`src/rtl/axi_lite_pkg.sv`:
```
// Shared AXI4-Lite definitions: response codes, master state encoding and
// a small helper used to gate the watchdog.
package axi_lite_pkg;

  typedef enum logic [1:0] {
    OKAY   = 2'b00,
    EXOKAY = 2'b01,
    SLVERR = 2'b10,
    DECERR = 2'b11
  } resp_t;

  typedef enum logic [2:0] {
    IDLE,
    WR_REQ,
    WR_RESP,
    RD_REQ,
    RD_DATA,
    RSP
  } state_t;

  // States in which the master is waiting on the slave.
  function automatic logic is_busy(state_t s);
    return (s == WR_REQ) || (s == WR_RESP) || (s == RD_REQ) || (s == RD_DATA);
  endfunction

endpackage

```
`src/rtl/axi_lite_if.sv`:
```
// AXI4-Lite bus bundle with master and slave views.
interface axi_lite_if #(
  parameter int ADDR_WIDTH = 32,
  parameter int DATA_WIDTH = 32
);
  localparam int STRB_WIDTH = DATA_WIDTH / 8;

  logic [ADDR_WIDTH-1:0] awaddr;
  logic [2:0]            awprot;
  logic                  awvalid;
  logic                  awready;
  logic [DATA_WIDTH-1:0] wdata;
  logic [STRB_WIDTH-1:0] wstrb;
  logic                  wvalid;
  logic                  wready;
  logic [1:0]            bresp;
  logic                  bvalid;
  logic                  bready;
  logic [ADDR_WIDTH-1:0] araddr;
  logic [2:0]            arprot;
  logic                  arvalid;
  logic                  arready;
  logic [DATA_WIDTH-1:0] rdata;
  logic [1:0]            rresp;
  logic                  rvalid;
  logic                  rready;

  modport master (
    output awaddr, awprot, awvalid, input awready,
    output wdata, wstrb, wvalid, input wready,
    input  bresp, bvalid, output bready,
    output araddr, arprot, arvalid, input arready,
    input  rdata, rresp, rvalid, output rready
  );

  modport slave (
    input  awaddr, awprot, awvalid, output awready,
    input  wdata, wstrb, wvalid, output wready,
    output bresp, bvalid, input bready,
    input  araddr, arprot, arvalid, output arready,
    output rdata, rresp, rvalid, input rready
  );
endinterface

```
`src/rtl/axi_lite_wdog.sv`:
```
// Saturating per-phase cycle counter; expired once it has counted
// TIMEOUT_CYCLES enabled cycles. TIMEOUT_CYCLES = 0 disables it.
module axi_lite_wdog #(
  parameter int TIMEOUT_CYCLES = 1024
) (
  input  logic clk,
  input  logic rst_n,
  input  logic clr,
  input  logic en,
  output logic expired
);
  localparam int CW = (TIMEOUT_CYCLES > 0) ? $clog2(TIMEOUT_CYCLES + 1) : 1;
  localparam logic [CW-1:0] LIMIT = CW'(TIMEOUT_CYCLES);
  localparam logic ACTIVE = (TIMEOUT_CYCLES > 0);

  logic [CW-1:0] cnt;

  // A clear on the first cycle of a new phase still counts that cycle.
  always_ff @(posedge clk or negedge rst_n) begin
    if (!rst_n)                   cnt <= '0;
    else if (clr)                 cnt <= (en && ACTIVE) ? CW'(1) : '0;
    else if (en && cnt != LIMIT)  cnt <= cnt + CW'(1);
  end

  assign expired = ACTIVE && (cnt == LIMIT);
endmodule

```
`src/rtl/axi_lite_master_cmd.sv`:
```
// AXI4-Lite master: one command in, one full AXI-Lite transaction out,
// one handshaked response back. Single outstanding transaction.
module axi_lite_master_cmd
  import axi_lite_pkg::*;
#(
  parameter int ADDR_WIDTH     = 32,
  parameter int DATA_WIDTH     = 32,
  parameter int TIMEOUT_CYCLES = 1024
) (
  input  logic                    axi_lite_aclk,
  input  logic                    axi_lite_aresetn,
  input  logic                    cmd_valid,
  output logic                    cmd_ready,
  input  logic                    cmd_write,
  input  logic [ADDR_WIDTH-1:0]   cmd_addr,
  input  logic [DATA_WIDTH-1:0]   cmd_wdata,
  input  logic [DATA_WIDTH/8-1:0] cmd_wstrb,
  input  logic [2:0]              cmd_prot,
  output logic                    rsp_valid,
  input  logic                    rsp_ready,
  output logic                    rsp_write,
  output logic [DATA_WIDTH-1:0]   rsp_rdata,
  output logic [1:0]              rsp_resp,
  output logic                    timeout_err,
  axi_lite_if.master              axi_lite
);
  state_t state, state_prev;
  logic   wd_clr, wd_expired;

  assign wd_clr = (state != state_prev);

  axi_lite_wdog #(.TIMEOUT_CYCLES(TIMEOUT_CYCLES)) u_wdog (
    .clk     (axi_lite_aclk),
    .rst_n   (axi_lite_aresetn),
    .clr     (wd_clr),
    .en      (is_busy(state)),
    .expired (wd_expired)
  );

  always_ff @(posedge axi_lite_aclk or negedge axi_lite_aresetn) begin
    if (!axi_lite_aresetn) begin
      state            <= IDLE;
      state_prev       <= IDLE;
      cmd_ready        <= 1'b0;
      rsp_valid        <= 1'b0;
      rsp_write        <= 1'b0;
      rsp_rdata        <= '0;
      rsp_resp         <= 2'b00;
      timeout_err      <= 1'b0;
      axi_lite.awaddr  <= '0;
      axi_lite.awprot  <= 3'b000;
      axi_lite.awvalid <= 1'b0;
      axi_lite.wdata   <= '0;
      axi_lite.wstrb   <= '0;
      axi_lite.wvalid  <= 1'b0;
      axi_lite.bready  <= 1'b0;
      axi_lite.araddr  <= '0;
      axi_lite.arprot  <= 3'b000;
      axi_lite.arvalid <= 1'b0;
      axi_lite.rready  <= 1'b0;
    end else begin
      state_prev <= state;
      case (state)
        IDLE: begin
          if (cmd_valid && cmd_ready) begin
            cmd_ready   <= 1'b0;
            timeout_err <= 1'b0;
            rsp_write   <= cmd_write;
            if (cmd_write) begin
              axi_lite.awaddr  <= cmd_addr;
              axi_lite.awprot  <= cmd_prot;
              axi_lite.wdata   <= cmd_wdata;
              axi_lite.wstrb   <= cmd_wstrb;
              axi_lite.awvalid <= 1'b1;
              axi_lite.wvalid  <= 1'b1;
              state            <= WR_REQ;
            end else begin
              axi_lite.araddr  <= cmd_addr;
              axi_lite.arprot  <= cmd_prot;
              axi_lite.arvalid <= 1'b1;
              state            <= RD_REQ;
            end
          end else begin
            cmd_ready <= 1'b1;
          end
        end
        WR_REQ: begin
          // AW and W complete independently; move on once neither is pending.
          if (axi_lite.awvalid && axi_lite.awready) axi_lite.awvalid <= 1'b0;
          if (axi_lite.wvalid && axi_lite.wready)   axi_lite.wvalid  <= 1'b0;
          if ((!axi_lite.awvalid || axi_lite.awready) &&
              (!axi_lite.wvalid  || axi_lite.wready)) begin
            axi_lite.bready <= 1'b1;
            state           <= WR_RESP;
          end
        end
        WR_RESP: begin
          if (axi_lite.bvalid) begin
            axi_lite.bready <= 1'b0;
            rsp_resp        <= axi_lite.bresp;
            rsp_rdata       <= '0;
            rsp_valid       <= 1'b1;
            state           <= RSP;
          end
        end
        RD_REQ: begin
          if (axi_lite.arready) begin
            axi_lite.arvalid <= 1'b0;
            axi_lite.rready  <= 1'b1;
            state            <= RD_DATA;
          end
        end
        RD_DATA: begin
          if (axi_lite.rvalid) begin
            axi_lite.rready <= 1'b0;
            rsp_rdata       <= axi_lite.rdata;
            rsp_resp        <= axi_lite.rresp;
            rsp_valid       <= 1'b1;
            state           <= RSP;
          end
        end
        RSP: begin
          if (rsp_ready) begin
            rsp_valid <= 1'b0;
            cmd_ready <= 1'b1;
            state     <= IDLE;
          end
        end
        default: state <= IDLE;
      endcase
      // Counter is always back at zero by the time IDLE accepts a command.
      if (wd_expired) timeout_err <= 1'b1;
    end
  end
endmodule
```
`src/flat_wrapper.sv`:
```
// flat-port wrapper written by rule: the top's interface ports become plain ports
module axi_lite_master_cmd_flat import axi_lite_pkg::*;
#(
  parameter int ADDR_WIDTH     = 32,
  parameter int DATA_WIDTH     = 32,
  parameter int TIMEOUT_CYCLES = 1024
)
  (axi_lite_aclk, axi_lite_aresetn, cmd_valid, cmd_ready, cmd_write, cmd_addr, cmd_wdata, cmd_wstrb, cmd_prot, rsp_valid, rsp_ready, rsp_write, rsp_rdata, rsp_resp, timeout_err, axi_lite_awaddr, axi_lite_awprot, axi_lite_awvalid, axi_lite_awready, axi_lite_wdata, axi_lite_wstrb, axi_lite_wvalid, axi_lite_wready, axi_lite_bresp, axi_lite_bvalid, axi_lite_bready, axi_lite_araddr, axi_lite_arprot, axi_lite_arvalid, axi_lite_arready, axi_lite_rdata, axi_lite_rresp, axi_lite_rvalid, axi_lite_rready);
  axi_lite_if #(.ADDR_WIDTH(ADDR_WIDTH), .DATA_WIDTH(DATA_WIDTH)) axi_lite_i ();
  input  logic axi_lite_aclk;
  input  logic axi_lite_aresetn;
  input  logic cmd_valid;
  output logic cmd_ready;
  input  logic cmd_write;
  input  logic [ADDR_WIDTH-1:0] cmd_addr;
  input  logic [DATA_WIDTH-1:0] cmd_wdata;
  input  logic [DATA_WIDTH/8-1:0] cmd_wstrb;
  input  logic [2:0] cmd_prot;
  output logic rsp_valid;
  input  logic rsp_ready;
  output logic rsp_write;
  output logic [DATA_WIDTH-1:0] rsp_rdata;
  output logic [1:0] rsp_resp;
  output logic timeout_err;
  output wire logic [$bits(axi_lite_i.awaddr)-1:0] axi_lite_awaddr;
  output wire logic [$bits(axi_lite_i.awprot)-1:0] axi_lite_awprot;
  output wire logic [$bits(axi_lite_i.awvalid)-1:0] axi_lite_awvalid;
  input wire logic [$bits(axi_lite_i.awready)-1:0] axi_lite_awready;
  output wire logic [$bits(axi_lite_i.wdata)-1:0] axi_lite_wdata;
  output wire logic [$bits(axi_lite_i.wstrb)-1:0] axi_lite_wstrb;
  output wire logic [$bits(axi_lite_i.wvalid)-1:0] axi_lite_wvalid;
  input wire logic [$bits(axi_lite_i.wready)-1:0] axi_lite_wready;
  input wire logic [$bits(axi_lite_i.bresp)-1:0] axi_lite_bresp;
  input wire logic [$bits(axi_lite_i.bvalid)-1:0] axi_lite_bvalid;
  output wire logic [$bits(axi_lite_i.bready)-1:0] axi_lite_bready;
  output wire logic [$bits(axi_lite_i.araddr)-1:0] axi_lite_araddr;
  output wire logic [$bits(axi_lite_i.arprot)-1:0] axi_lite_arprot;
  output wire logic [$bits(axi_lite_i.arvalid)-1:0] axi_lite_arvalid;
  input wire logic [$bits(axi_lite_i.arready)-1:0] axi_lite_arready;
  input wire logic [$bits(axi_lite_i.rdata)-1:0] axi_lite_rdata;
  input wire logic [$bits(axi_lite_i.rresp)-1:0] axi_lite_rresp;
  input wire logic [$bits(axi_lite_i.rvalid)-1:0] axi_lite_rvalid;
  output wire logic [$bits(axi_lite_i.rready)-1:0] axi_lite_rready;
  assign axi_lite_awaddr = axi_lite_i.awaddr;
  assign axi_lite_awprot = axi_lite_i.awprot;
  assign axi_lite_awvalid = axi_lite_i.awvalid;
  assign axi_lite_i.awready = axi_lite_awready;
  assign axi_lite_wdata = axi_lite_i.wdata;
  assign axi_lite_wstrb = axi_lite_i.wstrb;
  assign axi_lite_wvalid = axi_lite_i.wvalid;
  assign axi_lite_i.wready = axi_lite_wready;
  assign axi_lite_i.bresp = axi_lite_bresp;
  assign axi_lite_i.bvalid = axi_lite_bvalid;
  assign axi_lite_bready = axi_lite_i.bready;
  assign axi_lite_araddr = axi_lite_i.araddr;
  assign axi_lite_arprot = axi_lite_i.arprot;
  assign axi_lite_arvalid = axi_lite_i.arvalid;
  assign axi_lite_i.arready = axi_lite_arready;
  assign axi_lite_i.rdata = axi_lite_rdata;
  assign axi_lite_i.rresp = axi_lite_rresp;
  assign axi_lite_i.rvalid = axi_lite_rvalid;
  assign axi_lite_rready = axi_lite_i.rready;
  axi_lite_master_cmd #(.ADDR_WIDTH(ADDR_WIDTH), .DATA_WIDTH(DATA_WIDTH), .TIMEOUT_CYCLES(TIMEOUT_CYCLES)) u_core (.axi_lite_aclk(axi_lite_aclk), .axi_lite_aresetn(axi_lite_aresetn), .cmd_valid(cmd_valid), .cmd_ready(cmd_ready), .cmd_write(cmd_write), .cmd_addr(cmd_addr), .cmd_wdata(cmd_wdata), .cmd_wstrb(cmd_wstrb), .cmd_prot(cmd_prot), .rsp_valid(rsp_valid), .rsp_ready(rsp_ready), .rsp_write(rsp_write), .rsp_rdata(rsp_rdata), .rsp_resp(rsp_resp), .timeout_err(timeout_err), .axi_lite(axi_lite_i));
endmodule
```
`config.mk`:
```
export PLATFORM = sky130hd
export DESIGN_NAME = axi_lite_master_cmd_flat
export DESIGN_NICKNAME = d
export VERILOG_FILES = /design/src/rtl/axi_lite_pkg.sv /design/src/rtl/axi_lite_if.sv /design/src/rtl/axi_lite_wdog.sv /design/src/rtl/axi_lite_master_cmd.sv /design/src/flat_wrapper.sv
export SDC_FILE = /design/constraint.sdc
export NUM_CORES = 1
export LEC_CHECK = 0
export ABC_AREA = 1
export ABC_CLOCK_PERIOD_IN_PS = 5100
export BUFFER_PORTS_ARGS = -buffer_cell sky130_fd_sc_hd__buf_2
export CAP_MARGIN = 5
export CORE_MARGIN = 2
export CORE_UTILIZATION = 30
export CTS_BUF_LIST = sky130_fd_sc_hd__clkbuf_4 sky130_fd_sc_hd__clkbuf_8
export DETAILED_ROUTE_END_ITERATION = 10
export PLACE_DENSITY = 0.56
export SYNTH_ARGS = -nofsm -noshare
export SYNTH_HDL_FRONTEND = slang
export SYNTH_SLANG_ARGS = --single-unit
```
`constraint.sdc`:
```
create_clock -name axi_lite_aclk -period 5.1 [get_ports axi_lite_aclk]
set_input_delay 0.255 -clock axi_lite_aclk [delete_from_list [all_inputs] [get_ports axi_lite_aclk]]
set_output_delay 0.255 -clock axi_lite_aclk [all_outputs]
set_load 0.02 [all_outputs]
```
==> results of run 1 <==
layer usage:
layer / wire length (µm) / vias up / global-route usage / share of wire
li1: - / 3084 / - / -
met1: 8630 / 2899 / 0.200 / 0.45
met2: 9010 / 216 / 0.252 / 0.47
met3: 1410 / 20 / 0.0493 / 0.073
met4: 256 / 0 / 0.0437 / 0.013
met5: 0 / - / 0 / 0
kinds of logic (layout without fill, tap and decap cells):
group / count (synthesis) / after routing / synth area share
simple gates: 369 / 369 / 0.224
flops: 166 / 166 / 0.587
compound gates: 126 / 126 / 0.109
buf+inv: 107 / 410 / 0.0683
xor+xnor: 6 / 6 / 0.00743
fa+ha+maj: 2 / 2 / 0.00354
other cells: 0 / 1 / 0
worst reg2reg max path: cells and delay by family, from the launching register on:
family	cells	cell delay, ps
AO/OA/AOI/OAI	1	530
flip-flops	1	520
AND/OR/NAND/NOR	4	1830
registers in the layout, summed over array words and instances (netlist names), 2 cells and up:
| register | count |
|---|---|
| u_core.axi_lite.araddr | 32 |
| u_core.axi_lite.arprot | 3 |
| u_core.axi_lite.awaddr | 32 |
| u_core.axi_lite.awprot | 3 |
| u_core.axi_lite.wdata | 32 |
| u_core.axi_lite.wstrb | 4 |
| u_core.rsp_rdata | 32 |
| u_core.rsp_resp | 2 |
| u_core.state | 3 |
| u_core.state_prev | 3 |
| u_core.u_wdog.cnt | 11 |
cells in the final DEF (no fill, tap or decap), drive strengths merged, types with 3 or more instances in the layout:
cell type / count
clkinvlp: 3
inv: 72
nand2: 240
nor2: 24
xnor2: 3
a21oi: 4
buf: 269
nand3: 90
xor2: 3
clkbuf: 17
or2: 3
nand4: 11
dfrtp: 166
o21ai: 118
dlygate4sd3: 45
where the power goes:
part / internal [mW] / switching (mW)
combinational: 0.785 / 1.69
sequential: 1.87 / 0.315
clock: 0.447 / 0.538
how the worst max path moves through the flow:
stage	end	slack, ps	cells past startpoint
after floorplan	u_core.axi_lite.araddr[14]	3500	10
after global placement	u_core.axi_lite.awaddr[23]	2220	5
after detailed placement	u_core.axi_lite.awaddr[27]	2100	5
after CTS	u_core.axi_lite.awaddr[19]	2090	5
after global routing	u_core.axi_lite.awaddr[27]	1760	5
final	u_core.axi_lite.awaddr[0]	2110	5
timing repair:
| item | CTS | global route |
|---|---|---|
| endpoints found under the hold margin | 81 | 0 |
| hold buffers | 45 | 0 |
| setup endpoints to repair | 0 | 0 |
layout make-up:
type                       count  share of cell area
antenna                        1            0.000265
clock buffer                  17              0.0247
clock inverter                14              0.0172
inverter                      65              0.0258
multi-input combinational    503               0.259
sequential                   166               0.439
tap                          319              0.0422
timing repair buffer         314               0.192
==> impl_metrics.csv, run 1 <==
group,metric,value,unit
run_status,outcome,"complete, no violations",
yosys,synth_area_leaders,"dfrtp_1 (59%), nand2_1 (13%), nand3_1 (6.4%)",
sta,setup-violations-final,0,
sta,fin_skew,17.5,ps
clock_tree,numCtsBuffers,17,
sta,hold_ws,35.5,ps
run,maxCapViolCount,0,
floorplan,die_area,0.0248,mm²
detailed_routing,drc,0,
yosys,yosys_warnings,0,
pwr,fin_total_pwr,5.65,mW
yosys,synth-main-ff-cell,"dfrtp_1",
sta,hold_viol_final,0,
worst_setup_path,reg2regPathDepth,5,
layout,finalNetCount,1186,
clock_tree,cts_buffer_depth,2,
yosys,netlist_instances,776,
layout,multi_input_area,0.00245,mm²
pwr,power.leakage,5.28,nW
worst_setup_path,slowest_delay,790,ps
sta,period_share,0.587,
yosys,synth-async-reset-ratio,1.00,
clock_tree,clk_pin_slew_worst_paths,90,ps
clock_tree,tritoncts,"done",
sta,worst_slew_pin_slew,1050,ps
placed_design,dp_slack,2100,ps
sta,max_slew_margin,0.297,
clock_tree,htree_levels,4,
layout,utilization,0.405,
sta,fmax,334,MHz
sta,setup_tns,0,ps
worst_setup_path,cp.arrival,3330,ps
layout,drive_gt1_frac,0.327,
global_routing,grt_pass1_vias,6055,
placed_design,port_buffers,265,
worst_setup_path,path_delay_family,"simple AND/OR/NAND/NOR gates",
yosys,synth.largest_area_cell,"dfrtp_1",
yosys,synth_edf_count,0,
global_routing,grt_use_total,0.155,
worst_setup_path,end_kind,"flip-flop",
worst_setup_path,r2r-end,"u_core.axi_lite.awaddr[0]",
hold_path,min_path_type,"input pin to flip-flop",
worst_setup_path,critPathBufInv,0,
layout,seq_area,0.00415,mm²
clock_tree,cts-root-buf,"clkbuf_8",
clock_tree,clock_latency,460,ps
placed_design,dp.cells,1322,
global_routing,overflow,0,
worst_setup_path,startpoint,"u_core.state[1]",
worst_setup_path,startpoint_type,"flip-flop",
detailed_routing,drt-pass1-iter-count,5,
clock_tree,cts_setup_buffers,0,
placed_design,globalplace.congestion,0.844,
detailed_routing,avgViaCountPerCell,4.45,
sta,min_period,2990,ps
clock_tree,clkSinkCount,166,
floorplan,coreArea,0.0233,mm²
global_routing,grt_max_degree,110,
placed_design,hpwl,12.8,mm
yosys,syn_avg_cell_area,9.12,µm²
layout,postLayoutCellArea,0.00946,mm²
layout,stdcell_count,1399,
floorplan,initial_utilization,0.303,
worst_setup_path,r2r_slack,2110,ps
worst_setup_path,slowest_stage,"nand2_4",
sta,slew_viol_final,0,
pwr,power_density,597,mW/mm²
floorplan,die_height,158,µm
floorplan,die_w,158,µm
placed_design,dpl-instance-area,0.00861,mm²
clock_tree,cts_resized,0,
hold_path,holdCritStartpoint,"cmd_wdata[5]",
yosys,synth_top_area_share,0.587,
hold_path,min_to,"u_core.axi_lite.wdata[5]",
yosys,ys_seq_elements,166,
worst_setup_path,cp_common_cell,"nor2_4",
worst_setup_path,crit_fanout,109,
floorplan,ios,266,
global_routing,antenna_found_initial,0,
yosys,synth_cell_types,28,
worst_setup_path,setup.worst_path.class,"flip-flop to flip-flop",
yosys,netlist_area,0.00708,mm²
detailed_routing,detail_route.wl_per_cell,13.8,µm
layout,num-fill-cells,2381,
pwr,ir_drop,0.000226,V
floorplan,rows,56,
detailed_routing,num_vias,6219,
layout,syn_to_final_growth,33.6,%
worst_setup_path,crit_chain,"nor2_4, nand2_2, nor2_4, nand2_4, o21ai_0",
yosys,synth_common_cells,"nand2_1 (236), dfrtp_1 (166), nand3_1 (90)",
sta,rsz0062_at_grt,"false",
hold_path,whs_path_depth,3,
global_routing,grt_pass1_wl,30.6,mm
yosys,yosys.cell_count.top_type,"nand2_1",
sta,setup_ws,2110,ps
yosys,synth_nets,895,
worst_setup_path,r2r_start,"u_core.state[1]",
yosys,seq_area_frac_synth,0.587,
detailed_routing,wl,19.3,mm
worst_setup_path,crit_required,5440,ps
detailed_routing,ant_nets,0,
detailed_routing,drtIter0Drc,410,
(Power assumes the default switching activity.)
==> run 2, diff against run 1 <==
Settings changed: ABC_AREA 1 to 0, ABC_CLOCK_PERIOD_IN_PS 5100 to 2500, PLACE_DENSITY 0.56 to 0.59.
Clock period 5.1 ns to 2.5 ns, I/O delays scaled along.
==> impl_metrics.csv, run 2 <==
group,metric,value,unit
run_status,outcome,"complete, no violations",
hold_path,whs_path_depth,4,
worst_setup_path,startpoint_type,"flip-flop",
sta,setup_ws,137,ps
worst_setup_path,crit_required,2790,ps
global_routing,overflow,0,
global_routing,grt_max_degree,79,
sta,rsz0062_at_grt,"false",
clock_tree,clkSinkCount,166,
worst_setup_path,r2r_start,"u_core.state[1]",
detailed_routing,drtIter0Drc,232,
pwr,ir_drop,0.000608,V
yosys,synth-async-reset-ratio,1.00,
clock_tree,tritoncts,"done",
yosys,synth.largest_area_cell,"dfrtp_1",
global_routing,grt_util_met3,0.0488,
sta,max_slew_margin,0.498,
worst_setup_path,setup.worst_path.class,"flip-flop to flip-flop",
floorplan,ios,266,
floorplan,initial_utilization,0.307,
worst_setup_path,crit_fanout,17,
sta,fmax,423,MHz
placed_design,port_buffers,265,
yosys,netlist_area,0.00672,mm²
global_routing,grt_use_total,0.152,
detailed_routing,detail_route.wl_per_cell,15.0,µm
pwr,power.leakage,4.78,nW
sta,worst_slew_pin_slew,753,ps
sta,slew_viol_final,0,
placed_design,hpwl,11.7,mm
global_routing,grt_pass1_wl,28.7,mm
worst_setup_path,cp.arrival,2660,ps
yosys,synth_nets,645,
clock_tree,numCtsBuffers,17,
placed_design,dp_slack,299,ps
layout,drive_gt1_frac,0.451,
detailed_routing,drc,0,
clock_tree,cts_buffer_depth,2,
floorplan,coreArea,0.0219,mm²
worst_setup_path,reg2regPathDepth,7,
layout,final_cell_mix,"buf_2 (264), dfrtp_1 (165), dlygate4sd3_1 (112), mux2_2 (98), nand2_1 (78)",
run,maxCapViolCount,0,
clock_tree,cts-root-buf,"clkbuf_8",
detailed_routing,wl,18.0,mm
yosys,synth_cell_types,46,
hold_path,holdCritStartpoint,"axi_lite_rvalid",
detailed_routing,ant_nets,0,
pwr,fin_total_pwr,11.5,mW
sta,hold_viol_final,0,
global_routing,grtUsageMet2,0.255,
sta,period_share,0.945,
layout,postLayoutCellArea,0.00993,mm²
yosys,synth_area_leaders,"dfrtp_1 (62%), mux2_2 (16%), nand2_1 (4.4%)",
yosys,synth_edf_count,0,
global_routing,grt_pass1_vias,5582,
sta,fin_skew,16.2,ps
layout,finalNetCount,1025,
floorplan,die_height,154,µm
pwr,power_density,1150,mW/mm²
worst_setup_path,startpoint,"u_core.state[1]",
sta,setup_tns,0,ps
yosys,yosys.cell_count.top_type,"dfrtp_1",
placed_design,dpl-instance-area,0.00837,mm²
detailed_routing,drt-pass1-iter-count,6,
floorplan,die_area,0.0236,mm²
yosys,synth-main-ff-cell,"dfrtp_1",
global_routing,antenna_found_initial,2,
layout,final_common_cell,"buf_2",
layout,utilization,0.454,
yosys,netlist_instances,526,
yosys,syn_avg_cell_area,12.8,µm²
yosys,seq_area_frac_synth,0.618,
clock_tree,clock_latency,440,ps
yosys,ys_seq_elements,166,
sta,min_period,2360,ps
worst_setup_path,end_kind,"flip-flop",
yosys,yosys_warnings,0,
global_routing,use_met1,0.178,
global_routing,grt_busiest_layer,"met2",
floorplan,rows,54,
layout,syn_to_final_growth,47.9,%
clock_tree,clk_pin_slew_worst_paths,80,ps
floorplan,die_w,154,µm
placed_design,globalplace.congestion,0.764,
yosys,synth_common_cells,"dfrtp_1 (166), mux2_2 (98), nand2_1 (79)",
detailed_routing,num_vias,5401,
yosys,synth_top_area_share,0.618,
hold_path,min_path_type,"input pin to flip-flop",
sta,setup-violations-final,0,
clock_tree,htree_levels,4,
detailed_routing,avgViaCountPerCell,4.50,
## run 2: power breakdown
part,total [mW],internal [mW],switching [mW]
sequential,4.43,3.83,0.596
clock,1.99,0.983,1.01
combinational,5.03,2.03,3.00
## run 2: metal layers
layer,part of all wire,vias to the layer above
li1,-,2595
met1,0.41,2597
met2,0.50,172
met3,0.064,37
met4,0.029,0
met5,0,-
## run 2: area by class of cell
type | count | area, µm²
well taps | 280 | 350
clock buffers | 21 | 283
diodes | 2 | 5.00
repair buffers | 390 | 2630
fillers | 2064 | 12000
flip-flops and latches | 166 | 4160
inverters | 8 | 30.0
multi-input cells | 323 | 2360
clock inverters | 9 | 119
## run 2: worst paths after layout
check	end	slack, ps
hold reg to reg	u_core.rsp_write	480
setup / recovery	u_core.rsp_resp[0]	140
setup reg to reg	u_core.rsp_resp[0]	140
min in group asynchronous	u_core.axi_lite.wdata[31]	280
max in group asynchronous	u_core.axi_lite.wdata[4]	1490
hold / removal	u_core.axi_lite.rready	60
## run 2: critical path: stages (launching register included)
cell	delay [ps]
dfrtp_2	470
buf_4	190
or2_2	360
nor2_4	160
buf_12	170
mux2i_1	240
dlygate4sd3_1	570
o21ai_0	70
## run 2: kinds of logic (layout without fill, tap and decap cells)
family / after synthesis / after routing / share of synthesized area
and+or+nand+nor: 127 / 127 / 0.0888
DFF: 166 / 166 / 0.618
adders and majority gates: 2 / 2 / 0.00372
buffers and inverters: 37 / 428 / 0.0322
AOI/OAI and AO/OA: 79 / 79 / 0.0665
muxes: 111 / 111 / 0.185
xor gates and xnor gates: 4 / 4 / 0.00521
other: 0 / 2 / 0
## run 2: what timing repair did
action	in CTS	in global routing
setup buffers	0	1
resized for setup	0	2
endpoints found under the hold margin	219	0
hold buffers	112	0
setup endpoints to repair	0	2
## run 2: through the flow
step	hold WS, ps	cells
2_1_floorplan	-171	526
3_3_place_gp	236	1053
3_5_place_dp	227	1053
4_1_cts	28.0	1195
5_1_grt	43.4	1199
6_report	59.0	1199
